===== src/rtl/data_mem_responder_if.sv =====
// Request/response bus between a load/store initiator and the data memory
// responder.
//
// Handshake: a request transfers on a rising clk edge where req_valid and
// req_ready are both 1. The request fields (memRead, memWrite, address,
// writeData, funct3) only need to be stable on that edge. The responder then
// raises rsp_valid for exactly one cycle. rsp_err and readData are meaningful
// only while rsp_valid is 1. No response back-pressure exists.
interface data_mem_responder_if;
  logic        req_valid;
  logic        req_ready;
  logic        memRead;
  logic        memWrite;
  logic [31:0] address;
  logic [31:0] writeData;
  logic [2:0]  funct3;
  logic        rsp_valid;
  logic [31:0] readData;
  logic        rsp_err;

  modport master (
    output req_valid, memRead, memWrite, address, writeData, funct3,
    input  req_ready, rsp_valid, readData, rsp_err
  );

  modport slave (
    input  req_valid, memRead, memWrite, address, writeData, funct3,
    output req_ready, rsp_valid, readData, rsp_err
  );
endinterface


===== src/rtl/data_mem_responder.sv =====
// Fixed-latency RV32I data memory responder. One request is handled at a
// time. The responder goes IDLE -> (WAIT) -> RESP -> IDLE. Stores commit and
// load data is registered on the edge that enters RESP.
module data_mem_responder #(
  parameter int DEPTH_WORDS = 64,
  parameter int LATENCY     = 2
) (
  input  logic                 clk,
  input  logic                 reset,
  data_mem_responder_if.slave  bus,
  output logic [1:0]           state_dbg
);

  localparam int AW = $clog2(DEPTH_WORDS);
  // The counter only needs to hold LATENCY-2.
  localparam int CW = (LATENCY > 2) ? $clog2(LATENCY - 1) : 1;
  localparam bit LAT1 = (LATENCY == 1);
  localparam logic [CW-1:0] CNT_INIT = (LATENCY >= 2) ? CW'(LATENCY - 2) : '0;

  localparam logic [1:0] S_IDLE = 2'd0;
  localparam logic [1:0] S_WAIT = 2'd1;
  localparam logic [1:0] S_RESP = 2'd2;

  logic [1:0]    state;
  logic [CW-1:0] cnt;

  // Request fields captured at acceptance.
  logic          l_rd;
  logic          l_wr;
  logic [AW+1:0] l_addr;
  logic [31:0]   l_wdata;
  logic [2:0]    l_f3;

  logic          rsp_err_q;
  logic [31:0]   rdata_q;

  logic [31:0]   mem [DEPTH_WORDS];

  // Fields of the request being completed. With LATENCY=1 the request
  // completes on its own acceptance edge, so the live bus is used in IDLE.
  logic          c_rd;
  logic          c_wr;
  logic [AW+1:0] c_addr;
  logic [31:0]   c_wdata;
  logic [2:0]    c_f3;

  logic          enter_resp;
  logic [AW-1:0] idx;
  logic [31:0]   word;
  logic [7:0]    byte_sel;
  logic [15:0]   half_sel;
  logic          is_ld;
  logic          is_st;
  logic          misaligned;
  logic          bad_ld_f3;
  logic          bad_st_f3;
  logic          err;
  logic [31:0]   load_val;
  logic [3:0]    be;
  logic [31:0]   wd_sh;
  logic [31:0]   merged;
  logic          commit_st;

  assign bus.req_ready = (state == S_IDLE);
  assign bus.rsp_valid = (state == S_RESP);
  assign bus.rsp_err   = rsp_err_q;
  assign bus.readData  = rdata_q;
  assign state_dbg     = state;

  // Select live or latched request fields and decode the access.
  always_comb begin
    c_rd    = l_rd;
    c_wr    = l_wr;
    c_addr  = l_addr;
    c_wdata = l_wdata;
    c_f3    = l_f3;
    if (state == S_IDLE) begin
      c_rd    = bus.memRead;
      c_wr    = bus.memWrite;
      c_addr  = bus.address[AW+1:0];
      c_wdata = bus.writeData;
      c_f3    = bus.funct3;
    end

    enter_resp = reset &&
                 (((state == S_IDLE) && bus.req_valid && LAT1) ||
                  ((state == S_WAIT) && (cnt == '0)));

    idx      = c_addr[AW+1:2];
    word     = mem[idx];
    byte_sel = word[{c_addr[1:0], 3'b000} +: 8];
    half_sel = word[{c_addr[1], 4'b0000} +: 16];

    is_ld = c_rd && !c_wr;
    is_st = c_wr && !c_rd;

    misaligned = ((c_f3[1:0] == 2'b01) && c_addr[0]) ||
                 ((c_f3[1:0] == 2'b10) && (c_addr[1:0] != 2'b00));
    bad_ld_f3  = (c_f3 == 3'b011) || (c_f3 == 3'b110) || (c_f3 == 3'b111);
    bad_st_f3  = (c_f3[2] == 1'b1) || (c_f3[1:0] == 2'b11);

    err = (c_rd && c_wr) ||
          (is_ld && (bad_ld_f3 || misaligned)) ||
          (is_st && (bad_st_f3 || misaligned));

    case (c_f3)
      3'b000:  load_val = {{24{byte_sel[7]}}, byte_sel};
      3'b001:  load_val = {{16{half_sel[15]}}, half_sel};
      3'b010:  load_val = word;
      3'b100:  load_val = {24'd0, byte_sel};
      3'b101:  load_val = {16'd0, half_sel};
      default: load_val = 32'd0;
    endcase

    case (c_f3[1:0])
      2'b00:   be = 4'b0001 << c_addr[1:0];
      2'b01:   be = 4'b0011 << c_addr[1:0];
      default: be = 4'b1111;
    endcase
    wd_sh = c_wdata << {c_addr[1:0], 3'b000};
    for (int b = 0; b < 4; b++) begin
      merged[8*b +: 8] = be[b] ? wd_sh[8*b +: 8] : word[8*b +: 8];
    end

    commit_st = enter_resp && is_st && !err;
  end

  // Control FSM: accept in IDLE, count down in WAIT, one-cycle RESP.
  always_ff @(posedge clk or negedge reset) begin
    if (!reset) begin
      state   <= S_IDLE;
      cnt     <= '0;
      l_rd    <= 1'b0;
      l_wr    <= 1'b0;
      l_addr  <= '0;
      l_wdata <= '0;
      l_f3    <= '0;
    end else begin
      case (state)
        S_IDLE: begin
          if (bus.req_valid) begin
            l_rd    <= bus.memRead;
            l_wr    <= bus.memWrite;
            l_addr  <= bus.address[AW+1:0];
            l_wdata <= bus.writeData;
            l_f3    <= bus.funct3;
            if (LAT1) begin
              state <= S_RESP;
            end else begin
              state <= S_WAIT;
              cnt   <= CNT_INIT;
            end
          end
        end
        S_WAIT: begin
          if (cnt == '0) begin
            state <= S_RESP;
          end else begin
            cnt <= cnt - 1'b1;
          end
        end
        S_RESP:  state <= S_IDLE;
        default: state <= S_IDLE;
      endcase
    end
  end

  // Response registers, loaded on the edge entering RESP and held after.
  always_ff @(posedge clk or negedge reset) begin
    if (!reset) begin
      rsp_err_q <= 1'b0;
      rdata_q   <= 32'd0;
    end else if (enter_resp) begin
      rsp_err_q <= err;
      rdata_q   <= (is_ld && !err) ? load_val : 32'd0;
    end
  end

  // Memory array has no reset; a store commits with its response.
  always_ff @(posedge clk) begin
    if (commit_st) begin
      mem[idx] <= merged;
    end
  end

endmodule

===== src/flat_wrapper.sv =====
// flat-port wrapper written by rule: the top's interface ports become plain ports
module data_mem_responder_flat 
#(
  parameter int DEPTH_WORDS = 64,
  parameter int LATENCY     = 2
)
  (clk, reset, state_dbg, bus_req_valid, bus_memRead, bus_memWrite, bus_address, bus_writeData, bus_funct3, bus_req_ready, bus_rsp_valid, bus_readData, bus_rsp_err);
  data_mem_responder_if bus_i ();
  input  logic clk;
  input  logic reset;
  output logic [1:0] state_dbg;
  input wire logic [$bits(bus_i.req_valid)-1:0] bus_req_valid;
  input wire logic [$bits(bus_i.memRead)-1:0] bus_memRead;
  input wire logic [$bits(bus_i.memWrite)-1:0] bus_memWrite;
  input wire logic [$bits(bus_i.address)-1:0] bus_address;
  input wire logic [$bits(bus_i.writeData)-1:0] bus_writeData;
  input wire logic [$bits(bus_i.funct3)-1:0] bus_funct3;
  output wire logic [$bits(bus_i.req_ready)-1:0] bus_req_ready;
  output wire logic [$bits(bus_i.rsp_valid)-1:0] bus_rsp_valid;
  output wire logic [$bits(bus_i.readData)-1:0] bus_readData;
  output wire logic [$bits(bus_i.rsp_err)-1:0] bus_rsp_err;
  assign bus_i.req_valid = bus_req_valid;
  assign bus_i.memRead = bus_memRead;
  assign bus_i.memWrite = bus_memWrite;
  assign bus_i.address = bus_address;
  assign bus_i.writeData = bus_writeData;
  assign bus_i.funct3 = bus_funct3;
  assign bus_req_ready = bus_i.req_ready;
  assign bus_rsp_valid = bus_i.rsp_valid;
  assign bus_readData = bus_i.readData;
  assign bus_rsp_err = bus_i.rsp_err;
  data_mem_responder #(.DEPTH_WORDS(DEPTH_WORDS), .LATENCY(LATENCY)) u_core (.clk(clk), .reset(reset), .bus(bus_i), .state_dbg(state_dbg));
endmodule

===== config.mk =====
export PLATFORM = sky130hd
export DESIGN_NAME = data_mem_responder_flat
export DESIGN_NICKNAME = d
export VERILOG_FILES = /design/src/rtl/data_mem_responder_if.sv /design/src/rtl/data_mem_responder.sv /design/src/flat_wrapper.sv
export SDC_FILE = /design/constraint.sdc
export NUM_CORES = 2
export LEC_CHECK = 0
export CORE_MARGIN = 1.5
export CORE_UTILIZATION = 50
export DETAILED_ROUTE_END_ITERATION = 8
export HOLD_SLACK_MARGIN = 0.1
export PLACE_DENSITY = 0.63
export REMOVE_ABC_BUFFERS = 1
export SETUP_SLACK_MARGIN = 0.15
export SYNTH_ARGS = -nofsm -noshare
export SYNTH_HDL_FRONTEND = slang
export SYNTH_SLANG_ARGS = --single-unit

===== constraint.sdc =====
create_clock -name clk -period 7.4 [get_ports clk]
set_input_delay 1.85 -clock clk [delete_from_list [all_inputs] [get_ports clk]]
set_output_delay 1.85 -clock clk [all_outputs]
set_load 0.1 [all_outputs]

Yosys cells after proc, flatten, opt, wreduce, memory -nomap -nowiden

Memory sizes are Yosys's and may differ from the RTL's.
Cells that the tools add are included.

Muxes and demuxes: 20
Shift operators: 5
Equal/unequal tests: 14
Reduce and logical (&&, ||, !) cells: 31
$add $sub $neg: 1
Bitwise logic cells: 1

Operators with widths:

| cell                                                 | number |
|---|---|
| case mux 32 bit (5 select lines)                     | 1 |
| two-way mux 32 bit                                   | 2 |
| two-way mux 8 bit                                    | 5 |
| variable part select 32 x 6 -> 16 bit                | 1 |
| variable part select 32 x 6 -> 8 bit                 | 1 |
| left shift 32 x 5 -> 32 bit                          | 1 |
| equality test 3 bit (second input constant)          | 4 |
| logical AND 1 bit                                    | 12 |
| logical OR 1 bit                                     | 8 |
| case mux 4 bit (2 select lines)                      | 1 |
| equality test 2 bit (second input constant)          | 3 |
| equality test 3 x 2 -> 1 bit (second input constant) | 2 |
| two-way mux 1 bit                                    | 6 |
| AND reduction 2 bit                                  | 3 |
| equality test 2 x 1 -> 1 bit (second input constant) | 2 |
| zero test 2 bit                                      | 2 |
| two-way mux 2 bit                                    | 2 |
| inequality test 2 bit (second input constant)        | 2 |
| case mux 2 bit (2 select lines)                      | 1 |
| nonzero test 2 bit                                   | 2 |
| left shift 1 x 2 -> 4 bit (first input constant)     | 1 |
| left shift 2 x 2 -> 4 bit (first input constant)     | 1 |
| equality test 3 x 1 -> 1 bit (second input constant) | 1 |
| zero test 1 bit                                      | 3 |
| other kinds (5)                                      | 5 |

Bits in writable memories: 2,048
Output and inout port bits: 37
Memories: 1
Flip-flop bits (word level): 81
Logic and storage cells: 82
Input port bits: 72

Memories:

| name       | depth | bits a word | rd ports | clocked after Yosys merged registers in | wr ports | line                     | RTL |
|---|---|---|---|---|---|---|---|
| u_core.mem | 64    | 32          | 1        | 0                                       | 1        | data_mem_responder.sv:37 | `logic [31:0] mem [DEPTH_WORDS];` |

Logic depth before layout (Yosys ltp)

Word-level depth: 13
Mapped depth: 17
Gate-level depth less buffers: 11

Least setup slack after synthesis

OpenSTA, ideal clock, no wires.

Path type: input to register
From: input bus_address[3]
To: memory u_core.mem[0][10] (data pin)
Path buffers: 4
Required time: 6.699 ns
Arrival: 6.554 ns
Library setup time: 0.701 ns
Path slack: 0.145 ns
Stages on the path: 12
Path through: nor4bb_1 -> nor2_1 -> buf_2 -> buf_2 -> buf_1 -> clkbuf_1 -> o22ai_1 -> o21ai_0 -> a31oi_1 -> a211oi_1 -> inv_1 -> o21ai_0

Word-level cells in the longest chain between the ends: 3

Ends and longest elaborated chain:

| element               | line                      | RTL |
|---|---|---|
| from (decl)           | flat_wrapper.sv:15        | `input wire logic [$bits(bus_i.address)-1:0] bus_address;` |
| two-way mux 8 bit     | data_mem_responder.sv:77  | `if (state == S_IDLE) begin` |
| memory (64 x 32 bit)  | -                         |  |
| two-way mux 8 bit     | data_mem_responder.sv:122 | `merged[8*b +: 8] = be[b] ? wd_sh[8*b +: 8] : word[8*b +: 8];` |
| net u_core.merged[10] | data_mem_responder.sv:61  | `logic [31:0] merged;` |
| to (decl)             | data_mem_responder.sv:37  |  |

The timed path passes the listed nets, and every way through them passes these cells.

Worst setup path after layout

From: input bus_address[2]
To: memory u_core.mem[35][21] (data pin)

The elaborated chain is that of the path after synthesis.

==> impl_metrics.toml <==
[yosys]
synth_compound_area_share_pct = 11.5
ys_ff_latch = 2128
yosysWarnings = 0
ys_seq_area_share_pct = 78.9
synthCells = 4902
synthMuxAreaShare_pct = 2.37
synth_area_um2 = 80400
synth_top_family_by_area = "compound AO/OA/AOI/OAI gates"
synthXorXnorAreaFrac_pct = 0
synthArstFlopShare_pct = 3.76
synthFlopType = "edfxtp_1"
synth_cell_types = 87
synth_fa_ha_area_share_pct = 0
synthSimpleGateAreaFrac_pct = 5.18
synth_edf_count = 2048
synth_area_per_cell_um2 = 16.4

[clock_network]
cts_setup_buffers = 0
clk-insertion-delay-late_ns = 0.87
cts.clk_slew.worst_paths_ns = 0.06
cts_hold_buf = 0
max-clock-path-buffers = 3
ctsHtreeMaxLevel = 4
clock-sinks = 2128
cts_root_buf = "clkbuf_16"
post_cts_resized = 0
cts_tree = "built"
numCtsBuffers = 207

[finish]
layout.nets = 5296
synthToLayoutAreaGrowth_pct = 17.4
final_core_util_pct = 58.9
stdcell_area_um2 = 94400
fillers = 11900
drive_gt1_share_pct = 16.3

[power_and_ir_drop]
p_per_area_nw_per_um2 = 364
ir_worst_vdd_uv = 269
p_switching_mw = 10.7
clkPwrFrac_pct = 31.9
p_sw_share_pct = 31.2
seqPwrFrac_pct = 44.7
fin_total_pwr_mw = 34.3
combPwrFrac_pct = 23.4
internal_power_mw = 23.6
p_leak_nw = 30.3

[floorplan]
fp.dieW_um = 404
placeableCoreArea_um2 = 160000
start_util_pct = 50.2
fp.dieH_um = 404
dieArea_um2 = 163000
io_pins = 109
num_rows = 147

[setup_path]
crit_top_cell = "buf_4"
startpoint_type = "primary input"
slowest_delay_ns = 0.90
cp.arrival_ns = 7.11
critPathKind = "primary input to flop"
critPathMaxFanout = 51
endpoint_kind = "flop"
path_cells = "clkdlybuf4s50_1 -> buf_4 -> nor4bb_1 -> o211ai_4 -> buf_4 -> o22ai_1 -> nor4_1 -> buf_4 -> o22ai_1 -> nor3_1 -> nand2_1 -> o21ai_4 -> buf_4"
worst-path-buf-inv = 5
required_ns = 8.10
crit_family = "simple AND/OR/NAND/NOR gates"
crit_slowest_cell = "nor3_1"

[global_route]
grt_pass1_vias = 49900
grt_pass1_wl_um = 401000
overflow = 0
grt_usage_pct = 35.7
grt_max_degree = 65
antenna_found_initial = 10

[run]
maxCapViolCount = 0

[worst_hold_path]
hp-class = "flop to flop"

[drt]
routed_via_density = 7.08
ant_nets = 0
drc = 0
first_pass_iters = 8
num_vias = 53600
wirelength_um = 295000
avgRoutedWirePerCell_um = 39.0
drt-initial-drc-count = 9313

[timing]
finalCriticalPeriod_ns = 6.41
fin_crit_sh_pct = 86.6
fmax_mhz = 156
hold_viol_final = 0
relSlewSlack_pct = 10.6
setup_viol = 0
finalSetupTns_ns = 0
finClkSkew_ns = 0.0357
worst-slew-pin-transition_ns = 1.34
rsz0062_at_grt = "no"
slew_violations = 0

[placed_design]
hpwl_um = 175000
placed_area_um2 = 87400
port_buffers = 84
place_congestion = 0.970

[status]
outcome = "finished clean"
worst reg2reg max path: stages (launching register included):
cell	delay (ns)
dfrtp_1	0.37
or2_4	0.37
clkinv_2	0.60
mux2i_1	0.33
buf_4	0.24
nand2_1	0.16
o22ai_1	0.72
nand3_1	0.25
nor3_1	0.26
buf_4	0.25
nand2_1	0.59
nor2_4	0.83
buf_4	0.44
stage by stage:
stage,hold slack (ns),std cells,worst slack [ns]
floorplan,0.473,4571,-5.65
global placement,0.474,7175,0.338
detailed placement,0.487,7175,0.303
CTS,0.500,7559,1.22
global route,0.517,7559,0.946
finish,0.502,7562,0.994
layer usage:
| metal | wire length (um) | global-route usage [%] | vias up | part of all wire (%) |
|---|---|---|---|---|
| met5 | 41 | 0 | - | 0.014 |
| met4 | 17500 | 18.5 | 6 | 5.9 |
| met3 | 44600 | 10.8 | 842 | 15 |
| met2 | 128000 | 51.8 | 4704 | 43 |
| met1 | 105000 | 48.9 | 27200 | 36 |
| li1 | - | - | 20900 | - |
cell type report:
| cell class | count | area, um^2 | share of cell area (%) |
|---|---|---|---|
| tap | 2160 | 2700 | 2.86 |
| inverter | 12 | 46.3 | 0.0490 |
| clock inverter | 136 | 1600 | 1.69 |
| antenna | 3 | 7.51 | 0.00795 |
| timing repair buffer | 444 | 4720 | 5.00 |
| clock buffer | 248 | 5440 | 5.76 |
| sequential | 2128 | 63500 | 67.3 |
| multi-input combinational | 2431 | 16400 | 17.4 |
power groups by stage:
stage               sequential (mW)  clock (mW)  combinational, mW
floorplan                      16.0           0               3.47
global placement               15.6           0               7.60
detailed placement             15.6           0               7.75
CTS                            15.3        10.9               7.78
global route                   15.4        11.4               8.23
finish                         15.4        10.9               8.04
cells by family after synthesis:
family | after synthesis
AO/OA/AOI/OAI | 1348
buffers and inverters | 343
flip-flops | 2128
multiplexers | 181
AND/OR/NAND/NOR | 902
path summary, 6_finish.rpt:
check	from	endpoint	slack (ns)	cells after the start
worst max-delay path	bus_address[2]	u_core.mem[35][21]	0.99	13
worst min-delay path	u_core.l_wdata[28]	u_core.l_wdata[28]	0.50	1
worst max register to register	u_core.state_dbg[1]	u_core.mem[45][14]	1.65	12
worst min register to register	u_core.l_wdata[28]	u_core.l_wdata[28]	0.50	1
max in group asynchronous	reset	u_core.l_wdata[29]	5.06	2
min in group asynchronous	reset	u_core.l_addr[3]	0.97	1
layout by cell type (no fill, tap or decap), drive strengths merged, types with 44 or more instances in the layout:
master,instances
edfxtp,2048
clkdlybuf4s50,83
buf,361
nor2,172
nor3,138
dfrtp,80
mux2,62
a31oi,60
o22ai,669
clkinv,98
a21oi,82
nand3,85
clkbuf,248
o21ai,98
o221ai,98
mux2i,119
nand2,356
nor4,44
Yosys cell counts, types with 82 or more instances:
master	instances	area share [%]
edfxtp_1	2048	76
o22ai_1	668	5.2
nand2_1	353	1.6
nor2_1	171	0.80
buf_2	162	1.0
nor3_1	136	0.85
mux2i_1	118	1.5
o221ai_1	98	1.1
o21ai_0	88	0.55
nand3_1	85	0.53
a21oi_1	82	0.51
state kept, by name, indices dropped and copies added, names as in the netlist:
signal	count
u_core.bus.rsp_err	1
u_core.mem	2048
u_core.l_addr	8
u_core.l_wr	1
u_core.l_f3	3
u_core.bus.readData	32
u_core.state_dbg	2
u_core.l_rd	1
u_core.l_wdata	32
No activity file was read; power rests on OpenSTA's default activity.
